===== config.mk =====
export PLATFORM = sky130hd
export DESIGN_NAME = mux4_rr_arbiter_flat
export DESIGN_NICKNAME = d
export VERILOG_FILES = /design/src/rtl/mux4_rr_arbiter_if.sv /design/src/rtl/mux4_rr_arbiter.sv /design/src/flat_wrapper.sv
export SDC_FILE = /design/constraint.sdc
export NUM_CORES = 1
export LEC_CHECK = 0
export ABC_AREA = 1
export BUFFER_PORTS_ARGS = -buffer_cell sky130_fd_sc_hd__buf_2
export CAP_MARGIN = 10
export CORE_MARGIN = 4
export CORE_UTILIZATION = 40
export DETAILED_ROUTE_END_ITERATION = 10
export PLACE_DENSITY = 0.67
export SETUP_SLACK_MARGIN = 0.02
export SLEW_MARGIN = 20
export SYNTH_ARGS = -nofsm -noshare
export SYNTH_HDL_FRONTEND = slang
export SYNTH_SLANG_ARGS = --single-unit

===== constraint.sdc =====
create_clock -name clk_i -period 4.1 [get_ports clk_i]
set_input_delay 0.615 -clock clk_i [delete_from_list [all_inputs] [get_ports clk_i]]
set_output_delay 0.615 -clock clk_i [all_outputs]
set_load 0.01 [all_outputs]

===== src/rtl/mux4_rr_arbiter_if.sv =====
// Handshake/payload bundle between four requesters, the round-robin arbiter and
// the shared output channel. slave = arbiter side, master = requesters/downstream.
interface mux4_rr_arbiter_if #(
  parameter int unsigned DW = 2
) ();
  logic [3:0]    req;
  logic [DW-1:0] p0;
  logic [DW-1:0] p1;
  logic [DW-1:0] p2;
  logic [DW-1:0] p3;
  logic [3:0]    gnt;
  logic [1:0]    sel;
  logic [DW-1:0] sout;
  logic          sout_vld;
  logic          sout_rdy;
  logic          busy;

  modport slave (
    input  req, p0, p1, p2, p3, sout_rdy,
    output gnt, sel, sout, sout_vld, busy
  );

  modport master (
    output req, p0, p1, p2, p3, sout_rdy,
    input  gnt, sel, sout, sout_vld, busy
  );
endinterface


===== src/rtl/mux4_rr_arbiter.sv =====
// Round-robin arbiter owning the select of a 4:1 DW-wide output mux.
// Optional forced release after HOLD_MAX grant cycles: define MUX4_ARB_TIMEOUT_EN.
module mux4_rr_arbiter #(
  parameter int unsigned DW       = 2,
  parameter int unsigned HOLD_MAX = 8
) (
  input logic               clk_i,
  input logic               rst_i,
  mux4_rr_arbiter_if.slave  bus
);

  typedef enum logic {StIdle, StGrant} state_e;

  state_e     state_q, state_d;
  logic [3:0] gnt_q, gnt_d;
  logic [1:0] sel_q, sel_d;
  logic [1:0] ptr_q, ptr_d;
  logic [1:0] winner;
  logic       found;
  logic       release_grant;

`ifdef MUX4_ARB_TIMEOUT_EN
  localparam logic [7:0] HoldLast = 8'(HOLD_MAX - 1);
  logic [7:0] hold_q, hold_d;
`endif

  // First set request searching ptr+1, ptr+2, ... with 2-bit wrap.
  always_comb begin
    logic [1:0] idx;
    found  = 1'b0;
    winner = 2'd0;
    for (int k = 1; k <= 4; k++) begin
      idx = ptr_q + 2'(k);
      if (!found && bus.req[idx]) begin
        found  = 1'b1;
        winner = idx;
      end
    end
  end

  always_comb begin
    state_d       = state_q;
    gnt_d         = gnt_q;
    sel_d         = sel_q;
    ptr_d         = ptr_q;
    release_grant = 1'b0;
`ifdef MUX4_ARB_TIMEOUT_EN
    hold_d        = hold_q;
`endif
    unique case (state_q)
      StIdle: begin
        if (found) begin
          state_d = StGrant;
          gnt_d   = 4'b0001 << winner;
          sel_d   = winner;
`ifdef MUX4_ARB_TIMEOUT_EN
          hold_d  = 8'd0;
`endif
        end
      end
      StGrant: begin
        release_grant = !bus.req[sel_q];
`ifdef MUX4_ARB_TIMEOUT_EN
        // Saturate at the last count so a later competing request still trips release.
        if (hold_q == HoldLast) begin
          if ((bus.req & ~gnt_q) != 4'b0000) release_grant = 1'b1;
        end else begin
          hold_d = hold_q + 8'd1;
        end
`endif
        if (release_grant) begin
          state_d = StIdle;
          gnt_d   = 4'b0000;
          ptr_d   = sel_q;
        end
      end
      default: state_d = StIdle;
    endcase
  end

  always_ff @(posedge clk_i) begin
    if (rst_i) begin
      state_q <= StIdle;
      gnt_q   <= 4'b0000;
      sel_q   <= 2'd0;
      ptr_q   <= 2'd3;
`ifdef MUX4_ARB_TIMEOUT_EN
      hold_q  <= 8'd0;
`endif
    end else begin
      state_q <= state_d;
      gnt_q   <= gnt_d;
      sel_q   <= sel_d;
      ptr_q   <= ptr_d;
`ifdef MUX4_ARB_TIMEOUT_EN
      hold_q  <= hold_d;
`endif
    end
  end

  logic [DW-1:0] sout_mux;

  always_comb begin
    sout_mux = '0;
    if (gnt_q != 4'b0000) begin
      unique case (sel_q)
        2'd0:    sout_mux = bus.p0;
        2'd1:    sout_mux = bus.p1;
        2'd2:    sout_mux = bus.p2;
        default: sout_mux = bus.p3;
      endcase
    end
  end

  assign bus.gnt      = gnt_q;
  assign bus.sel      = sel_q;
  assign bus.sout     = sout_mux;
  assign bus.sout_vld = |gnt_q;
  assign bus.busy     = (state_q == StGrant);

endmodule


===== src/flat_wrapper.sv =====
// flat-port wrapper written by rule: the top's interface ports become plain ports
module mux4_rr_arbiter_flat 
#(
  parameter int unsigned DW       = 2,
  parameter int unsigned HOLD_MAX = 8
)
  (clk_i, rst_i, bus_req, bus_p0, bus_p1, bus_p2, bus_p3, bus_sout_rdy, bus_gnt, bus_sel, bus_sout, bus_sout_vld, bus_busy);
  mux4_rr_arbiter_if #(.DW(DW)) bus_i ();
  input logic clk_i;
  input logic rst_i;
  input wire logic [$bits(bus_i.req)-1:0] bus_req;
  input wire logic [$bits(bus_i.p0)-1:0] bus_p0;
  input wire logic [$bits(bus_i.p1)-1:0] bus_p1;
  input wire logic [$bits(bus_i.p2)-1:0] bus_p2;
  input wire logic [$bits(bus_i.p3)-1:0] bus_p3;
  input wire logic [$bits(bus_i.sout_rdy)-1:0] bus_sout_rdy;
  output wire logic [$bits(bus_i.gnt)-1:0] bus_gnt;
  output wire logic [$bits(bus_i.sel)-1:0] bus_sel;
  output wire logic [$bits(bus_i.sout)-1:0] bus_sout;
  output wire logic [$bits(bus_i.sout_vld)-1:0] bus_sout_vld;
  output wire logic [$bits(bus_i.busy)-1:0] bus_busy;
  assign bus_i.req = bus_req;
  assign bus_i.p0 = bus_p0;
  assign bus_i.p1 = bus_p1;
  assign bus_i.p2 = bus_p2;
  assign bus_i.p3 = bus_p3;
  assign bus_i.sout_rdy = bus_sout_rdy;
  assign bus_gnt = bus_i.gnt;
  assign bus_sel = bus_i.sel;
  assign bus_sout = bus_i.sout;
  assign bus_sout_vld = bus_i.sout_vld;
  assign bus_busy = bus_i.busy;
  mux4_rr_arbiter #(.DW(DW), .HOLD_MAX(HOLD_MAX)) u_core (.clk_i(clk_i), .rst_i(rst_i), .bus(bus_i));
endmodule

=== Word-level counts from Yosys, hierarchy flattened ===
Index checks and enable logic that the tools add are counted.

* Mux-type cells: 26
* Reduce and logical (&&, ||, !) cells: 12
* Shift-type cells: 1
* $lt $le $gt $ge: 5
* Eq/ne operators: 4
* Bitwise logic cells: 2
* $add $sub $neg: 3

{| class="wikitable"
|+ Operators with widths
! operator !! number
|-
| $lt A2 B3 Y1 const B || 5
|-
| $mux W1 || 11
|-
| $bmux W1 S2 || 5
|-
| $mux W2 || 5
|-
| $mux W4 || 2
|-
| $pmux W4 S2 || 1
|-
| $pmux W2 S3 || 1
|-
| $reduce_and A2 Y1 || 3
|-
| $add A2 B2 Y2 const B || 2
|-
| $reduce_bool A4 Y1 || 1
|-
| $reduce_or A4 Y1 || 1
|-
| $shl A1 B2 Y4 const A || 1
|-
| $logic_and A1 B1 Y1 || 3
|-
| $logic_not A1 Y1 || 3
|-
| $add A2 B1 Y2 const B || 1
|-
| $eq A2 B1 Y1 const B || 1
|-
| $eq A2 B2 Y1 const B || 1
|-
| $logic_not A2 Y1 || 1
|-
| $ne A2 B1 Y1 const B || 1
|-
| $ne A2 B2 Y1 const B || 1
|-
| $not A1 Y1 || 2
|-
| $pmux W1 S2 || 1
|}

* Logic and storage cells: 57
* Input port bits: 15
* Flip-flop bits (word level): 9

=== Depth between registers and ports, before layout ===
* Depth in word-level cells: 16
* Gate-level depth with buffers: 13

=== Least setup slack after synthesis ===
OpenSTA, ideal clock, no wires.

* Path kind: register to output
* Start: register u_core.gnt_q[1], in the netlist u_core.bus.gnt[1]
* End: output bus_sout[0]
* Data required time: 3.485 ns
* Path buffers: 0
* Slack: 2.331 ns
* Data arrival time: 1.154 ns
* Stages on the path, launching flop included: 4
* Cell sequence: dfxtp_1 > or4_1 > o211ai_1 > inv_1

* Cells in the longest elaborated chain, start to end: 2

{| class="wikitable"
|+ RTL lines
! item !! line !! text
|-
| start, declared || mux4_rr_arbiter.sv:15 || <nowiki>logic [3:0] gnt_q, gnt_d;</nowiki>
|-
| start signal, assigned || mux4_rr_arbiter.sv:92 || <nowiki>gnt_q <= gnt_d;</nowiki>
|-
| $reduce_bool A4 Y1 || mux4_rr_arbiter.sv:105 || <nowiki>if (gnt_q != 4'b0000) begin</nowiki>
|-
| $mux W2 || mux4_rr_arbiter.sv:105 ||
|-
| end, declared || flat_wrapper.sv:19 || <nowiki>output wire logic [$bits(bus_i.sout)-1:0] bus_sout;</nowiki>
|}

Every way passes these cells.

=== Final worst setup path ===
Same ends and word-level chain as after synthesis.

==> run_results.csv <==
group,metric,value,unit
timing,clock.fmax,478.8,MHz
timing,hold_ws,0.4914,ns
routing,viasPerCell,4.850,
timing,period_needed,2.089,ns
floorplanning,rows,15,
critical_path,reg2regPathDepth,11,
timing,tns,0,ns
cts,cts_setup_buffers,0,
yosys,synth_edf_count,0,
timing,drv_slew,0,
floorplanning,die_area,2664,µm²
hold_path,holdCritPathClass,"flip-flop to flip-flop",
timing,min_period_over_period,50.94,%
yosys,synth.area.top_cells,"dfxtp_1 24%, nand2_1 21%, nand3_1 9.2%",
critical_path,path_cells,"or4_1 > o211ai_1 > inv_1 > buf_2",
cts,clock_sinks,9,
critical_path,cp_slowest_stage_delay,0.59,ns
critical_path,cp-start-kind,"flip-flop",
critical_path,worst-setup-path-type,"flip-flop to output pin",
timing,hold_viol,0,
yosys,synth_top_area_share,23.68,%
yosys,yosysTopAreaCell,"dfxtp_1",
run,drv_cap,0,
critical_path,crit_end,"bus_sout[0]",
cts,numCtsBuffers,3,
critical_path,reg2reg_from,"u_core.ptr_q[0]",
timing,worstMarginPinSlew,0.4262,ns
yosys,syn_area_per_cell,6.135,µm²
status,status,"complete, no violations",
routing,drtPass1Iterations,4,
grt,grt_pass1_wl,3291,µm
placed_design,gp_congestion,0.7621,
final_layout,final_util,51.42,%
placed_design,dp_hpwl,1449,µm
power,p_clk_share,9.7,%
critical_path,cp_num_cells,4,
cts,clock-root-buffer,"clkbuf_4",
power,leakagePower,0.0005061,µW
cts,clockBufferDepth,2,
yosys,syn-num-nets,139,
routing,routed_wl,1758,µm
routing,via_count,839,
critical_path,slowest_stage,"or4_1",
floorplanning,core_area,1764,µm²
routing,drc,0,
cts,cts_resized,0,
cts,worst_skew_pair.late_latency,0.26,ns
routing,drtAntennaViolNets,0,
grt,grt_max_degree,12,
critical_path,r2r-end,"u_core.bus.gnt[1]",
placed_design,pre_cts_slack,2.154,ns
cts,cts_hold_buf,0,
critical_path,crit_start,"u_core.bus.gnt[1]",
critical_path,critPathTopFamily,"simple AND/OR/NAND/NOR gates",
floorplanning,initial_utilization,43.12,%
floorplanning,ios,25,
critical_path,crit_required,3.48,ns
final_layout,diodes,0,
grt,antenna_found_initial,0,
final_layout,fin_nets,164,
hold_path,whs_path_depth,2,
power,power_frac_comb,66.4,%
yosys,yosysMostFrequentCell,"nand2_1",
placed_design,port_buffers,23,
power,powerDensity,790.3,nW/µm²
power,p_total,716.9,µW
power,p_int,334.2,µW
routing,wl_per_cell,10.16,µm
routing,first_iter_violations,21,
floorplanning,die_w,51.61,µm
grt,grt_pass1_vias,801,
yosys,ys_seq_area_share,23.68,%
timing,rsz0062_at_grt,"no",
final_layout,drive_above_1_share,30.41,%
yosys,async_reset_ff_share,0,%
yosys,synth_common_cells,"43 x nand2_1, 15 x inv_1, 14 x nand3_1, 9 x dfxtp_1, 9 x nand2_2",
critical_path,r2r_slack,2.34,ns
timing,setup_viol,0,
power,pwr-share-seq,23.9,%
critical_path,cp_data_arrival_time,1.47,ns
timing,slew_headroom,71.55,%
timing,skew,0.001394,ns
yosys,synth_flop_cell,"dfxtp_1",
cts,clk_pin_slew,0.06,ns
cts,cts_tree,"built",
power,swShare,53.39,%
critical_path,path_max_fanout,3,
power,switching_power,382.7,µW
power,vdd_drop_max,344.6,µV
timing,fin_ws,2.011,ns
critical_path,crit_buf_inv,2,
grt,grt_overflow,0,
final_layout,syn2layout_area_growth,19.24,%
yosys,synth.distinct_cells,23,
critical_path,crit_path_end_kind,"output pin",
yosys,syn_area,760.7,µm²
grt,gr-usage-all-layers,15.51,%
floorplanning,dieHeight,51.61,µm
yosys,synthCells,124,
yosys,synth_warnings,0,
yosys,ys_seq_elements,9,
cts,h-tree-depth,1,
==> kinds of logic (layout without fill, tap and decap cells) <==
kind of cell	count (synthesis)	after routing	share of synthesized area, %
buf+inv	22	46	12.83
simple gates	78	78	51.15
compound gates	15	15	12.34
flops	9	9	23.68
==> power groups by stage <==
stage	Sequential [µW]	Combinational [µW]	Clock (µW)
after floorplan	160	387	0
after global placement	173	470	0
after detailed placement	174	478	0
after CTS	171	483	69.2
after global routing	181	544	74.2
final	171	476	69.2
==> layer usage <==
layer	vias to the layer above	GRT usage, %	routed length, µm
li1	452	-	-
met1	357	20.32	815
met2	26	26.06	813
met3	4	2.006	100
met4	0	5.240	28
met5	-	0	0
==> cell usage in the layout, fill, tap and decap left out, drive strengths merged <==
cell type  synthesis  routed
nand3             16      16
a21boi             1       1
a21oi              6       6
inv               19      19
nand4              3       3
o21ai              2       2
a22oi              1       1
nor2               5       5
or4                1       1
clkbuf             1       4
dfxtp              9       9
o211ai             4       4
a221oi             1       1
nand2             53      53
buf                2      23
==> worst min path at each step <==
stage                            from           endpoint  slack, ns
global placement    u_core.bus.gnt[0]  u_core.bus.gnt[0]       0.48
floorplan           u_core.bus.gnt[3]  u_core.bus.gnt[3]       0.51
CTS                 u_core.bus.gnt[0]  u_core.bus.gnt[0]       0.50
global route        u_core.bus.gnt[0]  u_core.bus.gnt[0]       0.53
finish              u_core.bus.gnt[0]  u_core.bus.gnt[0]       0.49
detailed placement  u_core.bus.gnt[0]  u_core.bus.gnt[0]       0.49
==> layout make-up <==
type	instances	area [µm²]
flip-flops and latches	9	180.2
fillers	206	857.1
multi-input cells	93	483.0
repair buffers	23	115.1
clock buffers	4	26.28
well taps	25	31.28
inverters	19	71.32
==> worst reg2reg max path: stages (launching register included) <==
cell	delay (ns)
dfxtp_1	0.58
inv_2	0.16
nand2_1	0.11
nand2_2	0.06
nand2_1	0.10
nand2_2	0.09
nor2_4	0.12
nand4_1	0.08
nand2_1	0.15
inv_1	0.08
nand2_1	0.07
a21oi_1	0.05
==> flip-flops by register name (all words and copies together) (netlist names) <==
| signal | count |
|---|---|
| u_core.bus.gnt | 4 |
| u_core.bus.sel | 2 |
| u_core.ptr_q | 2 |
| u_core.bus.busy | 1 |
==> per-stage QoR <==
step	instance area [µm²]	cells
4_1_cts	907.1	173
3_5_place_dp	880.8	169
5_1_grt	907.1	173
6_report	907.1	173
2_1_floorplan	760.7	124
3_3_place_gp	880.8	169
Power figures use the tool's default switching activity.
